===== src/rtl/alu_retire_stage_pkg.sv =====
// Shared constants for the ALU retire stage: ARM condition encodings,
// NZCV bit positions and the retire-queue occupancy states.
// No logic; imported by the stage top and the condition checker.
package alu_retire_stage_pkg;

    // ARM 4-bit condition field encodings
    localparam logic [3:0] COND_EQ = 4'h0;
    localparam logic [3:0] COND_NE = 4'h1;
    localparam logic [3:0] COND_CS = 4'h2;
    localparam logic [3:0] COND_CC = 4'h3;
    localparam logic [3:0] COND_MI = 4'h4;
    localparam logic [3:0] COND_PL = 4'h5;
    localparam logic [3:0] COND_VS = 4'h6;
    localparam logic [3:0] COND_VC = 4'h7;
    localparam logic [3:0] COND_HI = 4'h8;
    localparam logic [3:0] COND_LS = 4'h9;
    localparam logic [3:0] COND_GE = 4'hA;
    localparam logic [3:0] COND_LT = 4'hB;
    localparam logic [3:0] COND_GT = 4'hC;
    localparam logic [3:0] COND_LE = 4'hD;
    localparam logic [3:0] COND_AL = 4'hE;
    localparam logic [3:0] COND_NV = 4'hF;

    // Bit positions inside the {N,Z,C,V} flag vector
    localparam int FLAG_N = 3;
    localparam int FLAG_Z = 2;
    localparam int FLAG_C = 1;
    localparam int FLAG_V = 0;

    // Retire-queue occupancy; the encoding equals the entry count
    typedef enum logic [1:0] {
        Q_EMPTY = 2'd0,
        Q_ONE   = 2'd1,
        Q_FULL  = 2'd2
    } q_state_e;

endpackage


===== src/rtl/alu_retire_stage_if.sv =====
// Handshake bundle between the ALU, the retire stage and register writeback.
// Latency: none (wires only).
// Backpressure: in_ready / out_ready carried alongside their valids.
// master = ALU + writeback side (drives in_*, out_ready);
// slave  = retire stage (drives in_ready, cond_pass, out_*, flags_nzcv).
interface alu_retire_stage_if #(
    parameter int DATA_WIDTH = 32,
    parameter int RD_WIDTH   = 4
);
    logic                  in_valid;
    logic                  in_ready;
    logic [DATA_WIDTH-1:0] in_result;
    logic                  in_n;
    logic                  in_z;
    logic                  in_c;
    logic                  in_v;
    logic [3:0]            in_cond;
    logic                  in_set_flags;
    logic                  in_wr_en;
    logic [RD_WIDTH-1:0]   in_rd;
    logic                  cond_pass;
    logic                  out_valid;
    logic                  out_ready;
    logic [DATA_WIDTH-1:0] out_result;
    logic [RD_WIDTH-1:0]   out_rd;
    logic                  out_wr_en;
    logic [3:0]            flags_nzcv;

    modport master (
        output in_valid, in_result, in_n, in_z, in_c, in_v, in_cond,
               in_set_flags, in_wr_en, in_rd, out_ready,
        input  in_ready, cond_pass, out_valid, out_result, out_rd,
               out_wr_en, flags_nzcv
    );

    modport slave (
        input  in_valid, in_result, in_n, in_z, in_c, in_v, in_cond,
               in_set_flags, in_wr_en, in_rd, out_ready,
        output in_ready, cond_pass, out_valid, out_result, out_rd,
               out_wr_en, flags_nzcv
    );

endinterface


===== src/rtl/alu_retire_stage_arm_cond_check.sv =====
// Evaluates an ARM condition field against an NZCV flag vector.
// Latency: purely combinational.
// Backpressure: none.
// Ports: cond_i[3:0] condition field, nzcv_i[3:0] flags {N,Z,C,V}, pass_o result.
module arm_cond_check
    import alu_retire_stage_pkg::*;
(
    input  logic [3:0] cond_i,
    input  logic [3:0] nzcv_i,
    output logic       pass_o
);

    logic n, z, c, v;

    assign n = nzcv_i[FLAG_N];
    assign z = nzcv_i[FLAG_Z];
    assign c = nzcv_i[FLAG_C];
    assign v = nzcv_i[FLAG_V];

    always_comb begin
        pass_o = 1'b0;
        case (cond_i)
            COND_EQ: pass_o = z;
            COND_NE: pass_o = !z;
            COND_CS: pass_o = c;
            COND_CC: pass_o = !c;
            COND_MI: pass_o = n;
            COND_PL: pass_o = !n;
            COND_VS: pass_o = v;
            COND_VC: pass_o = !v;
            COND_HI: pass_o = c && !z;
            COND_LS: pass_o = !c || z;
            COND_GE: pass_o = (n == v);
            COND_LT: pass_o = (n != v);
            COND_GT: pass_o = !z && (n == v);
            COND_LE: pass_o = z || (n != v);
            COND_AL: pass_o = 1'b1;
            COND_NV: pass_o = 1'b0;   // never-execute space: always annul
            default: pass_o = 1'b0;
        endcase
    end

endmodule


===== src/rtl/alu_retire_stage.sv =====
// Execute-to-writeback stage: condition check, NZCV update, 2-entry in-order retire queue.
// Latency: accepted instruction appears at out_valid the next cycle when the queue is empty.
// Backpressure: in_ready drops when both slots are occupied (from registered count only).
// Ports: clk, nreset (async active-low); bus (slave modport) carries the ALU input
// handshake, cond_pass, the writeback output handshake and flags_nzcv.
module alu_retire_stage
    import alu_retire_stage_pkg::*;
#(
    parameter int DATA_WIDTH = 32,
    parameter int RD_WIDTH   = 4
) (
    input  logic                clk,
    input  logic                nreset,
    alu_retire_stage_if.slave   bus
);

    q_state_e              state_q;
    logic                  wr_ptr_q;
    logic                  rd_ptr_q;
    logic [DATA_WIDTH-1:0] res_q [2];
    logic [RD_WIDTH-1:0]   rd_q  [2];
    logic [1:0]            wen_q;
    logic [3:0]            nzcv_q;
    logic [3:0]            nzcv_d;

    logic push;
    logic pop;
    logic pass;

    // Checked against the registered flags only: a flag-setting instruction
    // affects the condition of the instruction accepted one cycle later.
    arm_cond_check u_cond (
        .cond_i (bus.in_cond),
        .nzcv_i (nzcv_q),
        .pass_o (pass)
    );

    assign bus.cond_pass  = pass;
    assign bus.in_ready   = (state_q != Q_FULL);
    assign bus.out_valid  = (state_q != Q_EMPTY);
    assign bus.out_result = res_q[rd_ptr_q];
    assign bus.out_rd     = rd_q[rd_ptr_q];
    assign bus.out_wr_en  = wen_q[rd_ptr_q];
    assign bus.flags_nzcv = nzcv_q;

    assign push = bus.in_valid && bus.in_ready;
    assign pop  = bus.out_valid && bus.out_ready;

    always_comb begin
        nzcv_d = nzcv_q;
        if (push && pass && bus.in_set_flags) begin
            nzcv_d = {bus.in_n, bus.in_z, bus.in_c, bus.in_v};
        end
    end

    always_ff @(posedge clk or negedge nreset) begin
        if (!nreset) begin
            nzcv_q <= 4'b0000;
        end else begin
            nzcv_q <= nzcv_d;
        end
    end

    // Occupancy FSM plus the wrapping 1-bit slot pointers.
    always_ff @(posedge clk or negedge nreset) begin
        if (!nreset) begin
            state_q  <= Q_EMPTY;
            wr_ptr_q <= 1'b0;
            rd_ptr_q <= 1'b0;
        end else begin
            if (push) wr_ptr_q <= ~wr_ptr_q;
            if (pop)  rd_ptr_q <= ~rd_ptr_q;
            case (state_q)
                Q_EMPTY: begin
                    if (push) state_q <= Q_ONE;
                end
                Q_ONE: begin
                    if (push && !pop)      state_q <= Q_FULL;
                    else if (pop && !push) state_q <= Q_EMPTY;
                end
                Q_FULL: begin
                    // push cannot happen here since in_ready is low
                    if (pop) state_q <= Q_ONE;
                end
                default: state_q <= Q_EMPTY;
            endcase
        end
    end

    // Slot storage; annulled instructions still take a slot so that
    // retire order always matches issue order.
    always_ff @(posedge clk or negedge nreset) begin
        if (!nreset) begin
            for (int i = 0; i < 2; i++) begin
                res_q[i] <= '0;
                rd_q[i]  <= '0;
            end
            wen_q <= 2'b00;
        end else if (push) begin
            res_q[wr_ptr_q] <= bus.in_result;
            rd_q[wr_ptr_q]  <= bus.in_rd;
            wen_q[wr_ptr_q] <= bus.in_wr_en && pass;
        end
    end

endmodule

===== src/flat_wrapper.sv =====
// flat-port wrapper written by rule: the top's interface ports become plain ports
module alu_retire_stage_flat import alu_retire_stage_pkg::*;
#(
    parameter int DATA_WIDTH = 32,
    parameter int RD_WIDTH   = 4
)
  (clk, nreset, bus_in_valid, bus_in_result, bus_in_n, bus_in_z, bus_in_c, bus_in_v, bus_in_cond, bus_in_set_flags, bus_in_wr_en, bus_in_rd, bus_out_ready, bus_in_ready, bus_cond_pass, bus_out_valid, bus_out_result, bus_out_rd, bus_out_wr_en, bus_flags_nzcv);
  alu_retire_stage_if #(.DATA_WIDTH(DATA_WIDTH), .RD_WIDTH(RD_WIDTH)) bus_i ();
  input  logic clk;
  input  logic nreset;
  input wire logic [$bits(bus_i.in_valid)-1:0] bus_in_valid;
  input wire logic [$bits(bus_i.in_result)-1:0] bus_in_result;
  input wire logic [$bits(bus_i.in_n)-1:0] bus_in_n;
  input wire logic [$bits(bus_i.in_z)-1:0] bus_in_z;
  input wire logic [$bits(bus_i.in_c)-1:0] bus_in_c;
  input wire logic [$bits(bus_i.in_v)-1:0] bus_in_v;
  input wire logic [$bits(bus_i.in_cond)-1:0] bus_in_cond;
  input wire logic [$bits(bus_i.in_set_flags)-1:0] bus_in_set_flags;
  input wire logic [$bits(bus_i.in_wr_en)-1:0] bus_in_wr_en;
  input wire logic [$bits(bus_i.in_rd)-1:0] bus_in_rd;
  input wire logic [$bits(bus_i.out_ready)-1:0] bus_out_ready;
  output wire logic [$bits(bus_i.in_ready)-1:0] bus_in_ready;
  output wire logic [$bits(bus_i.cond_pass)-1:0] bus_cond_pass;
  output wire logic [$bits(bus_i.out_valid)-1:0] bus_out_valid;
  output wire logic [$bits(bus_i.out_result)-1:0] bus_out_result;
  output wire logic [$bits(bus_i.out_rd)-1:0] bus_out_rd;
  output wire logic [$bits(bus_i.out_wr_en)-1:0] bus_out_wr_en;
  output wire logic [$bits(bus_i.flags_nzcv)-1:0] bus_flags_nzcv;
  assign bus_i.in_valid = bus_in_valid;
  assign bus_i.in_result = bus_in_result;
  assign bus_i.in_n = bus_in_n;
  assign bus_i.in_z = bus_in_z;
  assign bus_i.in_c = bus_in_c;
  assign bus_i.in_v = bus_in_v;
  assign bus_i.in_cond = bus_in_cond;
  assign bus_i.in_set_flags = bus_in_set_flags;
  assign bus_i.in_wr_en = bus_in_wr_en;
  assign bus_i.in_rd = bus_in_rd;
  assign bus_i.out_ready = bus_out_ready;
  assign bus_in_ready = bus_i.in_ready;
  assign bus_cond_pass = bus_i.cond_pass;
  assign bus_out_valid = bus_i.out_valid;
  assign bus_out_result = bus_i.out_result;
  assign bus_out_rd = bus_i.out_rd;
  assign bus_out_wr_en = bus_i.out_wr_en;
  assign bus_flags_nzcv = bus_i.flags_nzcv;
  alu_retire_stage #(.DATA_WIDTH(DATA_WIDTH), .RD_WIDTH(RD_WIDTH)) u_core (.clk(clk), .nreset(nreset), .bus(bus_i));
endmodule

===== config.mk =====
export PLATFORM = sky130hd
export DESIGN_NAME = alu_retire_stage_flat
export DESIGN_NICKNAME = d
export VERILOG_FILES = /design/src/rtl/alu_retire_stage_pkg.sv /design/src/rtl/alu_retire_stage_if.sv /design/src/rtl/alu_retire_stage_arm_cond_check.sv /design/src/rtl/alu_retire_stage.sv /design/src/flat_wrapper.sv
export SDC_FILE = /design/constraint.sdc
export NUM_CORES = 1
export LEC_CHECK = 0
export ABC_AREA = 0
export BUFFER_PORTS_ARGS = -buffer_cell sky130_fd_sc_hd__buf_4
export CORE_MARGIN = 5
export CORE_UTILIZATION = 35
export CTS_CLUSTER_SIZE = 8
export DETAILED_ROUTE_END_ITERATION = 12
export GPL_TIMING_DRIVEN = 0
export PLACE_DENSITY = 0.61
export SYNTH_ARGS = -nofsm -noshare
export SYNTH_HDL_FRONTEND = slang
export SYNTH_SLANG_ARGS = --single-unit

===== constraint.sdc =====
create_clock -name clk -period 1.7 [get_ports clk]
set_input_delay 0 -clock clk [delete_from_list [all_inputs] [get_ports clk]]
set_output_delay 0 -clock clk [all_outputs]
set_load 0.01 [all_outputs]

* Yosys cells after proc, flatten, opt, wreduce, memory -nomap -nowiden *
Index checks and enable logic that the tools add are counted.

word-level totals
  flip-flop bits (word level) = 82
  bits in latches = 0
  memory bits (writable) = 0
  ROM bits = 0
  input bits = 50
  output and inout port bits = 44
  logic and storage cells = 88
  memories = 0

operators by class
  add/sub/neg operators = 0
  $mul = 0
  div/mod/pow operators = 0
  $lt $le $gt $ge = 6
  equal/unequal tests = 23
  shift-type cells = 0
  multiplexer cells = 23
  bitwise operators = 4
  reduce and logical (&&, ||, !) cells = 23

operators with widths
  cell                number
  $mux 32             4
  $bwmux 64           1
  $demux 32 s1        1
  $eq 4x4->1 const B  8
  $eq 4x3->1 const B  4
  $mux 4              4
  $pmux 1 s16         1
  $logic_and 1x1->1   11
  $bwmux 8            1
  $eq 4x2->1 const B  2
  $mux 2              4
  $logic_not 1->1     6
  $pmux 2 s3          1
  $demux 4 s1         1
  $eq 4x1->1 const B  1
  $ge 2x2->1 const B  2
  $logic_not 4->1     1
  $lt 1x2->1 const B  2
  $ne 2x1->1 const B  2
  $not 1->2           2
  $mux 1              3
  $ne 3x1->1 const B  1
  $reduce_and 3->1    1
  $bwmux 2            1
  other kinds (12)    14

* Logic depth before layout (Yosys ltp) *
  depth after elaboration = 7
  depth in mapped cells = 7
  mapped depth without buffers = 6

* Modules after synthesis *
A second synthesis with hierarchy kept.

second synthesis, totals
  cell total of the unflattened synthesis = 250
  area, all modules = 3,883.7 µm²

modules (own cells, without submodules)
  module            times used  cells each  area each (µm²)  sequential area each (µm²)
  alu_retire_stage  1           227         3,728.6          2,052.0
  arm_cond_check    1           23          155.1            0.0

* Worst setup path after synthesis *
OpenSTA, ideal clock, no wires.

  path kind = flip-flop to flip-flop
  start = register u_core.nzcv_q[3], in the netlist u_core.bus.flags_nzcv[3]
  end = register u_core.nzcv_q[0], in the netlist u_core.bus.flags_nzcv[0]
  setup time = 0.139 ns
  arrival = 1.581 ns
  data required time = 1.561 ns
  slack = -0.020 ns
  cell stages (with the launch flop) = 6
  path buffers = 0
  clock period less this slack = 1.720 ns
  cells stage by stage = dfrtp_1 > xor2_2 > a21o_2 > a22o_1 > a211oi_2 > o32ai_1

between the ends
  word-level cells in the longest chain between the ends = 5
  elaborated cells on any way between the ends = 8
  those cells by class = 2 x eq/ne; 1 x mux; 5 x reduce/logical

RTL lines
  what                                                          line                                                                          text
  start, declared                                               alu_retire_stage.sv:23                                                        logic [3:0] nzcv_q;
  start signal, assigned                                        alu_retire_stage.sv:60                                                        nzcv_q <= nzcv_d;
  $ne 1x1->1 / $eq 1x1->1 (equally long branches)               -
  $logic_or 1x1->1 / $logic_and 1x1->1 (equally long branches)  alu_retire_stage_arm_cond_check.sv:36, alu_retire_stage_arm_cond_check.sv:35
  $pmux 1 s16 (*)                                               alu_retire_stage_arm_cond_check.sv:22                                         case (cond_i)
  $logic_and 1x1->1 (*) (2 in series)                           alu_retire_stage.sv:51                                                        if (push && pass && bus.in_set_flags) begin

Mark *: on every way between the ends. The rest lies on a longest branch, timed or not.
A chain may end at the register's enable or synchronous reset.

* Worst setup path after layout *
  start = register u_core.nzcv_q[0], in the netlist u_core.bus.flags_nzcv[0]
  end = output bus_cond_pass

between the ends
  word-level cells in the longest chain between the ends = 3
  elaborated cells on any way between the ends = 6
  those cells by class = 2 x eq/ne; 1 x mux; 3 x reduce/logical

RTL lines
  what                                                          line                                                                          text
  $ne 1x1->1 / $eq 1x1->1 (equally long branches)               -
  $logic_or 1x1->1 / $logic_and 1x1->1 (equally long branches)  alu_retire_stage_arm_cond_check.sv:36, alu_retire_stage_arm_cond_check.sv:35
  $pmux 1 s16 (*)                                               alu_retire_stage_arm_cond_check.sv:22
  end, declared                                                 flat_wrapper.sv:23                                                            output wire logic [$bits(bus_i.cond_pass)-1:0] bus_cond_pass;

Marked as above.

==> out/qor.yml <==
async_reset_ff_share_pct: 100.0
fp.dieW_microns: 114.8
grt_pass1_wl_microns: 15080
min_period_over_period_pct: 111.6
crit_path_cell_trace: "xor2_2, o21bai_1, a22o_1, a211oi_4, nor2_1, buf_4"
slowest_stage: "dfrtp_1"
worstSetupPathType: "reg -> out"
routed_wl_microns: 9142
slew_headroom_pct: 30.02
yosys_warnings: 0
globalplace.congestion: 0.7447
die_area_sq_mm: 0.01318
final_hold_viol_count: 0
r2r_setup_slack_ns: -0.16
met1_length_microns: 3919
yosys.area.top_type: "dfrtp_1"
fin_hold_ws_ns: 0.1252
fin_nets: 483
tritoncts: "built"
max_stage_delay_ns: 0.42
violations: "negative setup slack"
synth_edf_count: 0
worstHoldPathType: "in -> reg"
core_sq_mm: 0.01079
synth.avg_cell_area_sq_um: 14.19
portBuffers: 91
grt_max_degree: 83
rr_worst_depth: 6
syn-instance-count: 271
syn_area_sq_mm: 0.003845
wl_met2_microns: 4535
ant_nets: 0
rsz0062_at_grt: "true"
drv_cap: 0
clk_pin_slew_ns: 0.08
grt_antenna_before_repair: 0
crit_arrival_ns: 1.90
hold_depth: 4
ys_top_cells_by_area: "dfrtp_1 53%, mux2_2 31%, buf_6 1.2%"
io_pins: 94
mappedNetlistNets: 322
die_y_microns: 114.8
crit_required_ns: 1.70
drt_iter0_drc: 60
vias: 2709
cp_max_fo: 3
hpwl_microns: 5999
post_drt_wl_per_cell_microns: 15.87
grt_pass1_vias: 3038
area_growth_pct: 44.84
cts_made_buffers: 9
insertion_delay_ns: 0.35
rows: 38
synth_top_area_share_pct: 53.37
holdPathEnd: "u_core.bus.flags_nzcv[0]"
p_per_area_mw_per_mm2: 1793
met3_length_microns: 600
initial_core_util_pct: 35.62
clockBufferDepth: 2
end_kind: "output pin"
setup_violations: 7
hp-start: "bus_in_set_flags"
crit_path_start_kind: "flip-flop"
grt-ovfl-total: 0
tns_ns: -0.7924
reg2reg_from: "u_core.bus.flags_nzcv[0]"
max_freq_mhz: 527.2
r2r-end: "u_core.wen_q[1]"
setup_ws_ns: -0.1968
cts_root_buf: "clkbuf_8"
seq_area_frac_synth_pct: 53.37
cts_sinks: 82
layout-drive-gt1-share_pct: 59.40
highest_layer: "met4"
slew_viol_final: 0
max_slew.worst_pin.slew_ns: 1.050
htreeDepth: 3
via_per_inst: 4.703
route.detailed.drc: 0
fin_crit_ns: 1.897
diodes: 0
ir_worst_vdd_uv: 806.2
place_ws_ns: -0.2987
clock_skew_ns: 0.008912
status: "finished with violations"
synthFlopType: "dfrtp_1"
grt_use_total_pct: 14.55
leakagePower_nw: 2.494
ys_types: 42
drtPass1Iterations: 4
ys_ff_latch: 82
==> power by group <==
group          internal, mW  switching, mW
Sequential             2.94          0.506
Combinational          3.12           2.05
Clock                 0.669          0.696
==> flip-flops by register name, summed over array words and instances (netlist names) <==
name / cells
u_core.state_q: 2
u_core.rd_q: 8
u_core.rd_ptr_q: 1
u_core.wr_ptr_q: 1
u_core.res_q: 64
u_core.wen_q: 2
u_core.bus.flags_nzcv: 4
==> cell families (layout without fill, tap and decap cells) <==
family	after synthesis	after routing	share of synthesized area, %
muxes	112	112	32.67
buffers and inverters	22	187	3.319
xor gates and xnor gates	4	4	1.107
AOI/OAI and AO/OA	18	18	4.296
and+or+nand+nor	32	32	4.914
adders and majority gates	1	1	0.3254
DFF	82	82	53.37
==> placed cells by master (no fill, tap or decap), drive strengths merged, types with 3 or more instances in the layout <==
cell type / n
nand2: 12
inv: 8
nor2: 4
buf: 117
dfrtp: 82
dlygate4sd3: 44
xnor2: 3
clkbuf: 12
o32ai: 4
o22ai: 3
mux2: 108
mux2i: 4
clkinv: 3
==> critical path, delay by kind of cell (launching register included) <==
kind / cells / cell delay, ns
xor+xnor: 1 / 0.29
flops: 1 / 0.42
simple gates: 1 / 0.07
buf+inv: 1 / 0.15
compound gates: 3 / 0.63
==> cells in the mapped netlist (all sizes together) (2+ instances only) <==
| master | n |
|---|---|
| or4 | 2 |
| mux2i | 4 |
| nor2 | 4 |
| xnor2 | 3 |
| o22ai | 3 |
| dfrtp | 82 |
| or2 | 2 |
| buf | 11 |
| a211oi | 2 |
| a21o | 2 |
| clkbuf | 3 |
| nor2b | 2 |
| nand2b | 2 |
| mux2 | 108 |
| o32ai | 4 |
| nand2 | 12 |
| inv | 8 |
==> area by class of cell <==
class                      instances  area, sq um
sequential                        82         2053
multi-input combinational        167         1718
buffer                            14        135.1
tap                              140        175.2
clock inverter                     5        56.30
clock buffer                      10        127.6
timing repair buffer             150         1274
inverter                           8        30.03
fill                             948         5224
==> timing repair <==
action / CTS / global route
pin swaps: 5 / 2
cloned: 1 / 0
setup buffers: 9 / 5
resized for setup: 17 / 6
hold endpoints to repair: 163 / 0
endpoints found under the setup margin: 84 / 49
hold buffers: 44 / 0
==> worst max-delay path by stage <==
stage	from	to	slack (ns)	cells after the start
3_3_place_gp	u_core.rd_ptr_q	bus_out_result[6]	-0.30	4
3_5_place_dp	u_core.rd_ptr_q	bus_out_result[27]	-0.30	4
6_report	u_core.bus.flags_nzcv[0]	bus_cond_pass	-0.20	6
2_1_floorplan	u_core.bus.flags_nzcv[3]	u_core.bus.flags_nzcv[0]	0.03	5
4_1_cts	u_core.bus.flags_nzcv[0]	bus_cond_pass	-0.22	6
5_1_grt	u_core.bus.flags_nzcv[0]	bus_cond_pass	-0.33	6
==> per-layer routing <==
metal | GRT usage [%] | vias up
li1 | - | 1289
met1 | 18.15 | 1351
met2 | 23.94 | 61
met3 | 5.632 | 8
met4 | 3.521 | 0
met5 | 0 | -
==> metrics by stage <==
stage / total power, mW / instances / cell area [sq um] / util [%]
2_1_floorplan: 6.321 / 271 / 3852 / -
3_3_place_gp: 8.116 / 502 / 4711 / 43.65
3_5_place_dp: 8.241 / 502 / 4711 / 43.65
4_1_cts: 10.04 / 571 / 5514 / 51.09
5_1_grt: 10.73 / 576 / 5569 / 51.60
6_report: 9.984 / 576 / 5569 / 51.60
(Power assumes the default switching activity.)
